File: config.mk
export PLATFORM = sky130hd
export DESIGN_NAME = intersection_sequencer_flat
export DESIGN_NICKNAME = d
export VERILOG_FILES = /design/src/rtl/intersection_sequencer_if.sv /design/src/rtl/intersection_sequencer.sv /design/src/flat_wrapper.sv
export SDC_FILE = /design/constraint.sdc
export NUM_CORES = 1
export LEC_CHECK = 0
export BUFFER_PORTS_ARGS = -buffer_cell sky130_fd_sc_hd__buf_4
export CAP_MARGIN = 20
export CORE_UTILIZATION = 55
export DETAILED_ROUTE_END_ITERATION = 16
export GPL_ROUTABILITY_DRIVEN = 0
export PLACE_DENSITY = 0.85
export RECOVER_POWER = 50
export SYNTH_ARGS = -nofsm -noshare
export SYNTH_HDL_FRONTEND = slang
export SYNTH_SLANG_ARGS = --single-unit
export TNS_END_PERCENT = 20
File: constraint.sdc
create_clock -name clk -period 4.8 [get_ports clk]
set_input_delay 0.24 -clock clk [delete_from_list [all_inputs] [get_ports clk]]
set_output_delay 0.24 -clock clk [all_outputs]
set_load 0.01 [all_outputs]
File: src/rtl/intersection_sequencer_if.sv
// Signal bundle between the traffic-light FSM/sensor side and the timing sequencer.
// The FSM side drives phase and the raw sensor; the sequencer returns the decision inputs.
interface intersection_sequencer_if #(
    parameter int CNT_W = 8
);
    logic             SN;
    logic [2:0]       phase;
    logic             T;
    logic             L;
    logic             S;
    logic [CNT_W-1:0] count;
    logic             phase_err;

    modport master (
        output SN,
        output phase,
        input  T,
        input  L,
        input  S,
        input  count,
        input  phase_err
    );

    modport slave (
        input  SN,
        input  phase,
        output T,
        output L,
        output S,
        output count,
        output phase_err
    );
endinterface

File: src/rtl/intersection_sequencer.sv
// Per-phase timer, highway long-window timer and debounced farm sensor feeding
// the 5-phase traffic-light FSM (R, HG, HY, FG, FY).
module intersection_sequencer #(
    parameter int CNT_W       = 8,
    parameter int RED_CYC     = 4,
    parameter int YEL_CYC     = 3,
    parameter int FG_CYC      = 8,
    parameter int HG_TICK_CYC = 4,
    parameter int HG_LONG_CYC = 16,
    parameter int DEB_CYC     = 3
) (
    input  logic                   clk,
    input  logic                   reset,
    intersection_sequencer_if.slave bus
);
    localparam logic [2:0] PH_R  = 3'd0;
    localparam logic [2:0] PH_HG = 3'd1;
    localparam logic [2:0] PH_HY = 3'd2;
    localparam logic [2:0] PH_FG = 3'd3;
    localparam logic [2:0] PH_FY = 3'd4;
    localparam int DEB_W = (DEB_CYC > 1) ? $clog2(DEB_CYC) : 1;

    logic [2:0]       prev_phase_r;
    logic [CNT_W-1:0] count_r;
    logic [CNT_W-1:0] long_cnt_r;
    logic             phase_err_r;
    logic             sync1_r;
    logic             sync2_r;
    logic             s_r;
    logic [DEB_W-1:0] deb_cnt_r;

    logic [CNT_W-1:0] dur_s;
    logic [CNT_W-1:0] count_nxt_s;
    logic             illegal_s;
    logic             chg_s;
    logic             is_hg_s;

    assign chg_s   = (bus.phase != prev_phase_r);
    assign is_hg_s = (bus.phase == PH_HG);

    // Phase duration lookup; illegal codes fall back to the all-red time.
    always_comb begin
        dur_s     = CNT_W'(RED_CYC);
        illegal_s = 1'b0;
        case (bus.phase)
            PH_R:         dur_s = CNT_W'(RED_CYC);
            PH_HG:        dur_s = CNT_W'(HG_TICK_CYC);
            PH_HY, PH_FY: dur_s = CNT_W'(YEL_CYC);
            PH_FG:        dur_s = CNT_W'(FG_CYC);
            default: begin
                dur_s     = CNT_W'(RED_CYC);
                illegal_s = 1'b1;
            end
        endcase
    end

    // Down-counter next value: a phase change outranks the HG periodic reload.
    always_comb begin
        count_nxt_s = count_r;
        if (chg_s) begin
            count_nxt_s = dur_s - CNT_W'(1);
        end else if ((count_r == CNT_W'(0)) && is_hg_s) begin
            count_nxt_s = CNT_W'(HG_TICK_CYC - 1);
        end else if (count_r != CNT_W'(0)) begin
            count_nxt_s = count_r - CNT_W'(1);
        end else begin
            count_nxt_s = count_r;
        end
    end

    // Phase tracking, phase counter, long-window counter and sticky error flag.
    always_ff @(posedge clk or posedge reset) begin
        if (reset) begin
            prev_phase_r <= PH_R;
            count_r      <= CNT_W'(RED_CYC - 1);
            long_cnt_r   <= CNT_W'(0);
            phase_err_r  <= 1'b0;
        end else begin
            prev_phase_r <= bus.phase;
            count_r      <= count_nxt_s;
            phase_err_r  <= phase_err_r | illegal_s;
            if (chg_s || !is_hg_s) begin
                long_cnt_r <= CNT_W'(0);
            end else if (long_cnt_r != CNT_W'(HG_LONG_CYC)) begin
                long_cnt_r <= long_cnt_r + CNT_W'(1);
            end else begin
                long_cnt_r <= long_cnt_r;
            end
        end
    end

    // Two-flop synchroniser followed by a consecutive-cycle debouncer.
    always_ff @(posedge clk or posedge reset) begin
        if (reset) begin
            sync1_r   <= 1'b0;
            sync2_r   <= 1'b0;
            s_r       <= 1'b0;
            deb_cnt_r <= DEB_W'(0);
        end else begin
            sync1_r <= bus.SN;
            sync2_r <= sync1_r;
            if (sync2_r == s_r) begin
                deb_cnt_r <= DEB_W'(0);
            end else if (deb_cnt_r == DEB_W'(DEB_CYC - 1)) begin
                s_r       <= sync2_r;
                deb_cnt_r <= DEB_W'(0);
            end else begin
                deb_cnt_r <= deb_cnt_r + DEB_W'(1);
            end
        end
    end

    // T and L are masked in a change cycle so a stale count never leaks into the new phase.
    assign bus.T         = (count_r == CNT_W'(0)) && !chg_s;
    assign bus.L         = is_hg_s && !chg_s && (long_cnt_r == CNT_W'(HG_LONG_CYC));
    assign bus.S         = s_r;
    assign bus.count     = count_r;
    assign bus.phase_err = phase_err_r;
endmodule

File: src/flat_wrapper.sv
// flat-port wrapper written by rule: the top's interface ports become plain ports
module intersection_sequencer_flat 
#(
    parameter int CNT_W       = 8,
    parameter int RED_CYC     = 4,
    parameter int YEL_CYC     = 3,
    parameter int FG_CYC      = 8,
    parameter int HG_TICK_CYC = 4,
    parameter int HG_LONG_CYC = 16,
    parameter int DEB_CYC     = 3
)
  (clk, reset, bus_SN, bus_phase, bus_T, bus_L, bus_S, bus_count, bus_phase_err);
  intersection_sequencer_if #(.CNT_W(CNT_W)) bus_i ();
  input  logic clk;
  input  logic reset;
  input wire logic [$bits(bus_i.SN)-1:0] bus_SN;
  input wire logic [$bits(bus_i.phase)-1:0] bus_phase;
  output wire logic [$bits(bus_i.T)-1:0] bus_T;
  output wire logic [$bits(bus_i.L)-1:0] bus_L;
  output wire logic [$bits(bus_i.S)-1:0] bus_S;
  output wire logic [$bits(bus_i.count)-1:0] bus_count;
  output wire logic [$bits(bus_i.phase_err)-1:0] bus_phase_err;
  assign bus_i.SN = bus_SN;
  assign bus_i.phase = bus_phase;
  assign bus_T = bus_i.T;
  assign bus_L = bus_i.L;
  assign bus_S = bus_i.S;
  assign bus_count = bus_i.count;
  assign bus_phase_err = bus_i.phase_err;
  intersection_sequencer #(.CNT_W(CNT_W), .RED_CYC(RED_CYC), .YEL_CYC(YEL_CYC), .FG_CYC(FG_CYC), .HG_TICK_CYC(HG_TICK_CYC), .HG_LONG_CYC(HG_LONG_CYC), .DEB_CYC(DEB_CYC)) u_core (.clk(clk), .reset(reset), .bus(bus_i));
endmodule
Yosys cells after proc, flatten, opt, wreduce, memory -nomap -nowiden
Cells that the tools add are included.

Flip-flop bits (word level): 25. Bits of input ports: 6. Output and inout port bits: 12. Logic and storage cells: 47.

Add/sub/neg operators: 4. Equality and inequality tests: 9. Muxes and demuxes: 9. Bitwise logic cells: 2. Reduce and logical (&&, ||, !) cells: 15.

Operators by type and width (number): $mux 8 (5); $add 8x1->8 const B (1); $eq 8x5->1 const B (1); $logic_not 8->1 (1); $ne 8x5->1 const B (1); $pmux 4 s2 (1); $reduce_bool 8->1 (1); $sub 8x1->8 const B (1); $eq 3x2->1 const B (2); $reduce_or 5->1 (1); $sub 4x1->5 const B (1); $logic_and 1x1->1 (4); $mux 2 (2); $eq 3x1->1 const B (1); $eq 3x3->1 const B (1); $logic_not 3->1 (1); $ne 3x3->1 (1); $reduce_bool 3->1 (1); $add 2x1->2 const B (1); $eq 2x2->1 const B (1); $logic_not 1->1 (2); $reduce_and 2->1 (1); $reduce_bool 2->1 (1); $reduce_or 2->1 (1); other kinds (5) (5).

Longest topological paths before layout
Depth after elaboration: 5. Depth in mapped cells: 6. Mapped depth without buffers: 6.

Worst setup path before layout
Ideal clock, no wire load.

Path type: flip-flop to flip-flop. Start point: register u_core.count_r[0], in the netlist u_core.bus.count[0]. End point: register u_core.count_r[5], in the netlist u_core.bus.count[5]. Library setup time: 77 ps. Arrival time: 1692 ps. Data required time: 4723 ps. Slack: 3031 ps. Stages on the path, launching flop included: 7. Buffers on the path: 0. Period minus slack after synthesis: 1769 ps. Cell sequence: dfstp_2 inv_1 ha_1 or3b_1 o311a_1 a311o_1 a21oi_2.

Longest elaborated chain between the ends: 4. Elaborated cells between the ends (all ways): 8. Classes of those cells: 1 x add/sub; 3 x mux; 4 x reduce/logical.

Ends and longest elaborated chain: start: declaration (RTL line intersection_sequencer.sv:24) `logic [CNT_W-1:0] count_r;`; start signal: assignment (RTL line intersection_sequencer.sv:75) `count_r <= CNT_W'(RED_CYC - 1);`; start signal: assignment (RTL line intersection_sequencer.sv:80) `count_r <= count_nxt_s;`; $sub 8x1->8 or $logic_not 8->1 (tied branches) (RTL line intersection_sequencer.sv:65, intersection_sequencer.sv:62); $mux 8 or $logic_and 1x1->1 (tied branches) (RTL line intersection_sequencer.sv:64, intersection_sequencer.sv:62); $mux 8 (RTL line intersection_sequencer.sv:62) `end else if ((count_r == CNT_W'(0)) && is_hg_s) begin`; $mux 8 (RTL line intersection_sequencer.sv:60) `if (chg_s) begin`.

Several ways; a longest one is shown, not always the timed one. The select of a mux whose other input is x is not followed. A chain may end at the register's enable or synchronous reset.

Worst setup path in the final report
Start point: register u_core.count_r[0], in the netlist u_core.bus.count[0]. End point: output port bus_T.

Longest elaborated chain between the ends: 2.

Ends and longest elaborated chain: $logic_not 8->1 (RTL line intersection_sequencer.sv:114) `assign bus.T = (count_r == CNT_W'(0)) && !chg_s;`; $logic_and 1x1->1 (RTL line intersection_sequencer.sv:114); end: declaration (RTL line flat_wrapper.sv:18) `output wire logic [$bits(bus_i.T)-1:0] bus_T;`.

Every way passes these cells.

==> results.ini <==
[placement]
dp_hpwl_um=1670
dpl_cell_area_mm2=0.00139
numPortBuffers=17

[cells_and_area]
fillerInstances=167
regArea_um2=628
drive_gt1_share_pct=15.7
areaGrowthSynthToFinish_pct=14.4
nets=151
utilization_pct=69.4
final_cell_area_mm2=0.00140
antenna_cells=0
multi_input_area_um2=572

[critical_path]
cp.required_ps=4560
worstSetupEndpointType=output port
path_buf_inv=2
reg2reg_depth=6
cp_slowest_cell=dfstp_2
crit_family=flip-flops
cp_cell_sequence=inv_1 > ha_1 > nor3b_1 > nand2_1 > nor2_1 > buf_4
max_stage_delay_ps=590
critPathKind=reg -> out
crit_path_max_fanout=8
path_depth=6
critPathArrivalTime_ps=1810
startpoint_type=flop

[routing]
via_count=954
wire_per_inst_um=13.8
via_per_inst=5.71
wirelength_um=2300
first_pass_iters=4
drt-initial-drc-count=13
route.detailed.drc=0
ant_nets=0

[cts]
clkSinkCount=25
clk_latency_ps=320
postCtsSetupRepairBufs=0
cts_hold_buf=0
post_cts_resized=0
clk_pin_slew_worst_paths_ps=130
cts_tree=done
cts-root-buf=clkbuf_4
cts_buffer_depth=2
htreeDepth=1
cts_buffers=3

[min_path]
hold_path.class=in -> reg
hold_path_depth=1

[power]
pwr-share-seq_pct=61.2
p_switching_uw=103
p_leak_uw=0.000632
power_per_cell_area_mw_per_mm2=281
swShare_pct=26.1
clockPowerShare_pct=23.7
power_uw=393
vdd_ir_drop_max_uv=223
combPwrFrac_pct=15.0
p_int_uw=291

[flow_run]
drv_cap=0

[sta]
setup_viol=0
drv_slew=0
fin_crit_sh_pct=42.8
fin_crit_ps=2050
rsz0062_at_grt=false
max_freq_ghz=0.487
fin_skew_ps=10.3
slew-limit-headroom_pct=40.0
fin_hold_ws_ps=49.4
tightestPinTransition_ps=899
fin_tns_setup_ps=0
hold_viol_final=0

[synthesis]
syn_inst=119
synth_area_leader_cell=dfrtp_1
yosysSeqAreaShare_pct=51.2
synth_edf_count=0
ys.flop_type=dfrtp_1
yosys-top-cells-area=dfrtp_1 (47%), xor2_1 (5.0%), dfstp_2 (4.3%)
synth_top_cell_area_share_pct=46.9
syn_nets=129
syn_area_mm2=0.00123
yosys_warnings=0
ys_seq_elements=25
synthDistinctLibCells=32
synthArstFlopShare_pct=100
syn_area_per_cell_um2=10.3

[global_route]
grt_max_degree=26
grtUsageTotal_pct=22.1
grt_overflow=0
antenna_found_initial=0
grt_pass1_wl_um=4020
first_global_vias=955

[die]
io_pins=18
initial_utilization_pct=60.6
rows=16
core_mm2=0.00202
fp.dieW_um=49.2
fp.dieH_um=49.2
die_area_mm2=0.00242

[run_status]
status=finished, final reports clean

[through the flow]
step	instances	setup WS (ps)
finish	167	2750
global route	167	2580
CTS	167	2750
detailed placement	163	2950
global placement	163	3020
floorplan	119	3030
[worst reg2reg max path, delay by kind of cell (launching register included)]
| family | cells | cell delay [ps] |
|---|---|---|
| AO/OA/AOI/OAI | 3 | 770 |
| AND/OR/NAND/NOR | 1 | 370 |
| buffers and inverters | 1 | 80 |
| flip-flops | 1 | 420 |
| adder cells (fa/ha/maj) | 1 | 190 |
[power by group through the flow]
stage	clock network [uW]	registers, uW	logic [uW]
2_1_floorplan	0	246	36.0
3_3_place_gp	0	243	59.1
3_5_place_dp	0	245	61.5
4_1_cts	97.1	241	61.7
5_1_grt	104	243	65.3
6_report	93.4	241	59.1
[sequential cells by signal (all words and copies together), names as in the netlist]
signal,cells
u_core.bus.phase_err,1
u_core.sync2_r,1
u_core.sync1_r,1
u_core.bus.S,1
u_core.bus.count,8
u_core.deb_cnt_r,2
u_core.long_cnt_r,8
u_core.prev_phase_r,3
[cell type report]
class | count | area share (%)
timing repair buffer | 17 | 8.30
tap | 27 | 2.41
multi-input combinational | 87 | 40.8
sequential | 25 | 44.8
inverter | 7 | 1.87
clock buffer | 4 | 1.87
[Yosys cell counts (2+ instances only)]
cell	instances
a21oi_1	6
nand3b_1	2
nor3b_1	5
xor2_1	7
nand3_1	8
nor3_1	3
o21ai_0	3
ha_1	4
dfrtp_1	23
xnor2_1	5
o21ai_1	2
and3_1	4
inv_1	7
nor2_1	13
nand2b_1	3
dfstp_2	2
nand2_1	7
[kinds of logic after synthesis]
group | Yosys count | synth area share, %
buffers and inverters | 7 | 2.14
and+or+nand+nor | 52 | 23.3
muxes | 2 | 1.73
adders and majority gates | 4 | 4.08
DFF | 25 | 51.2
AOI/OAI and AO/OA | 17 | 8.98
xor gates and xnor gates | 12 | 8.57
[layout by cell type, fill, tap and decap left out, types with 2 or more instances in the layout]
| cell | Yosys | routed |
|---|---|---|
| dfrtp_1 | 23 | 23 |
| nor2_1 | 13 | 13 |
| buf_4 | 0 | 12 |
| nand3_1 | 8 | 8 |
| nand2_1 | 7 | 7 |
| inv_1 | 7 | 7 |
| xor2_1 | 7 | 7 |
| a21oi_1 | 6 | 6 |
| xnor2_1 | 5 | 5 |
| nor3b_1 | 5 | 5 |
| clkbuf_4 | 0 | 5 |
| and3_1 | 4 | 4 |
| ha_1 | 4 | 4 |
| clkbuf_1 | 0 | 4 |
| o21ai_0 | 3 | 3 |
| nor3_1 | 3 | 3 |
| nand2b_1 | 3 | 3 |
| o21ai_1 | 2 | 2 |
| nand3b_1 | 2 | 2 |
| dfstp_2 | 2 | 2 |
[worst paths after layout]
kind	end	from	slack (ps)
worst min-delay path	u_core.sync1_r	bus_SN	50
worst max-delay path	bus_T	u_core.bus.count[0]	2750
max in group asynchronous	u_core.bus.count[7]	reset	4150
worst max register to register	u_core.bus.count[5]	u_core.bus.count[0]	2900
min in group asynchronous	u_core.long_cnt_r[7]	reset	100
worst min register to register	u_core.sync2_r	u_core.sync1_r	370
[per-layer routing]
metal | global-route usage (%) | share of wire [%] | up-vias
li1 | - | - | 455
met1 | 26.7 | 47 | 470
met2 | 36.8 | 48 | 23
met3 | 4.05 | 2.7 | 6
met4 | 12.7 | 2.0 | 0
met5 | 0 | 0 | -
(Power assumes the default switching activity.)
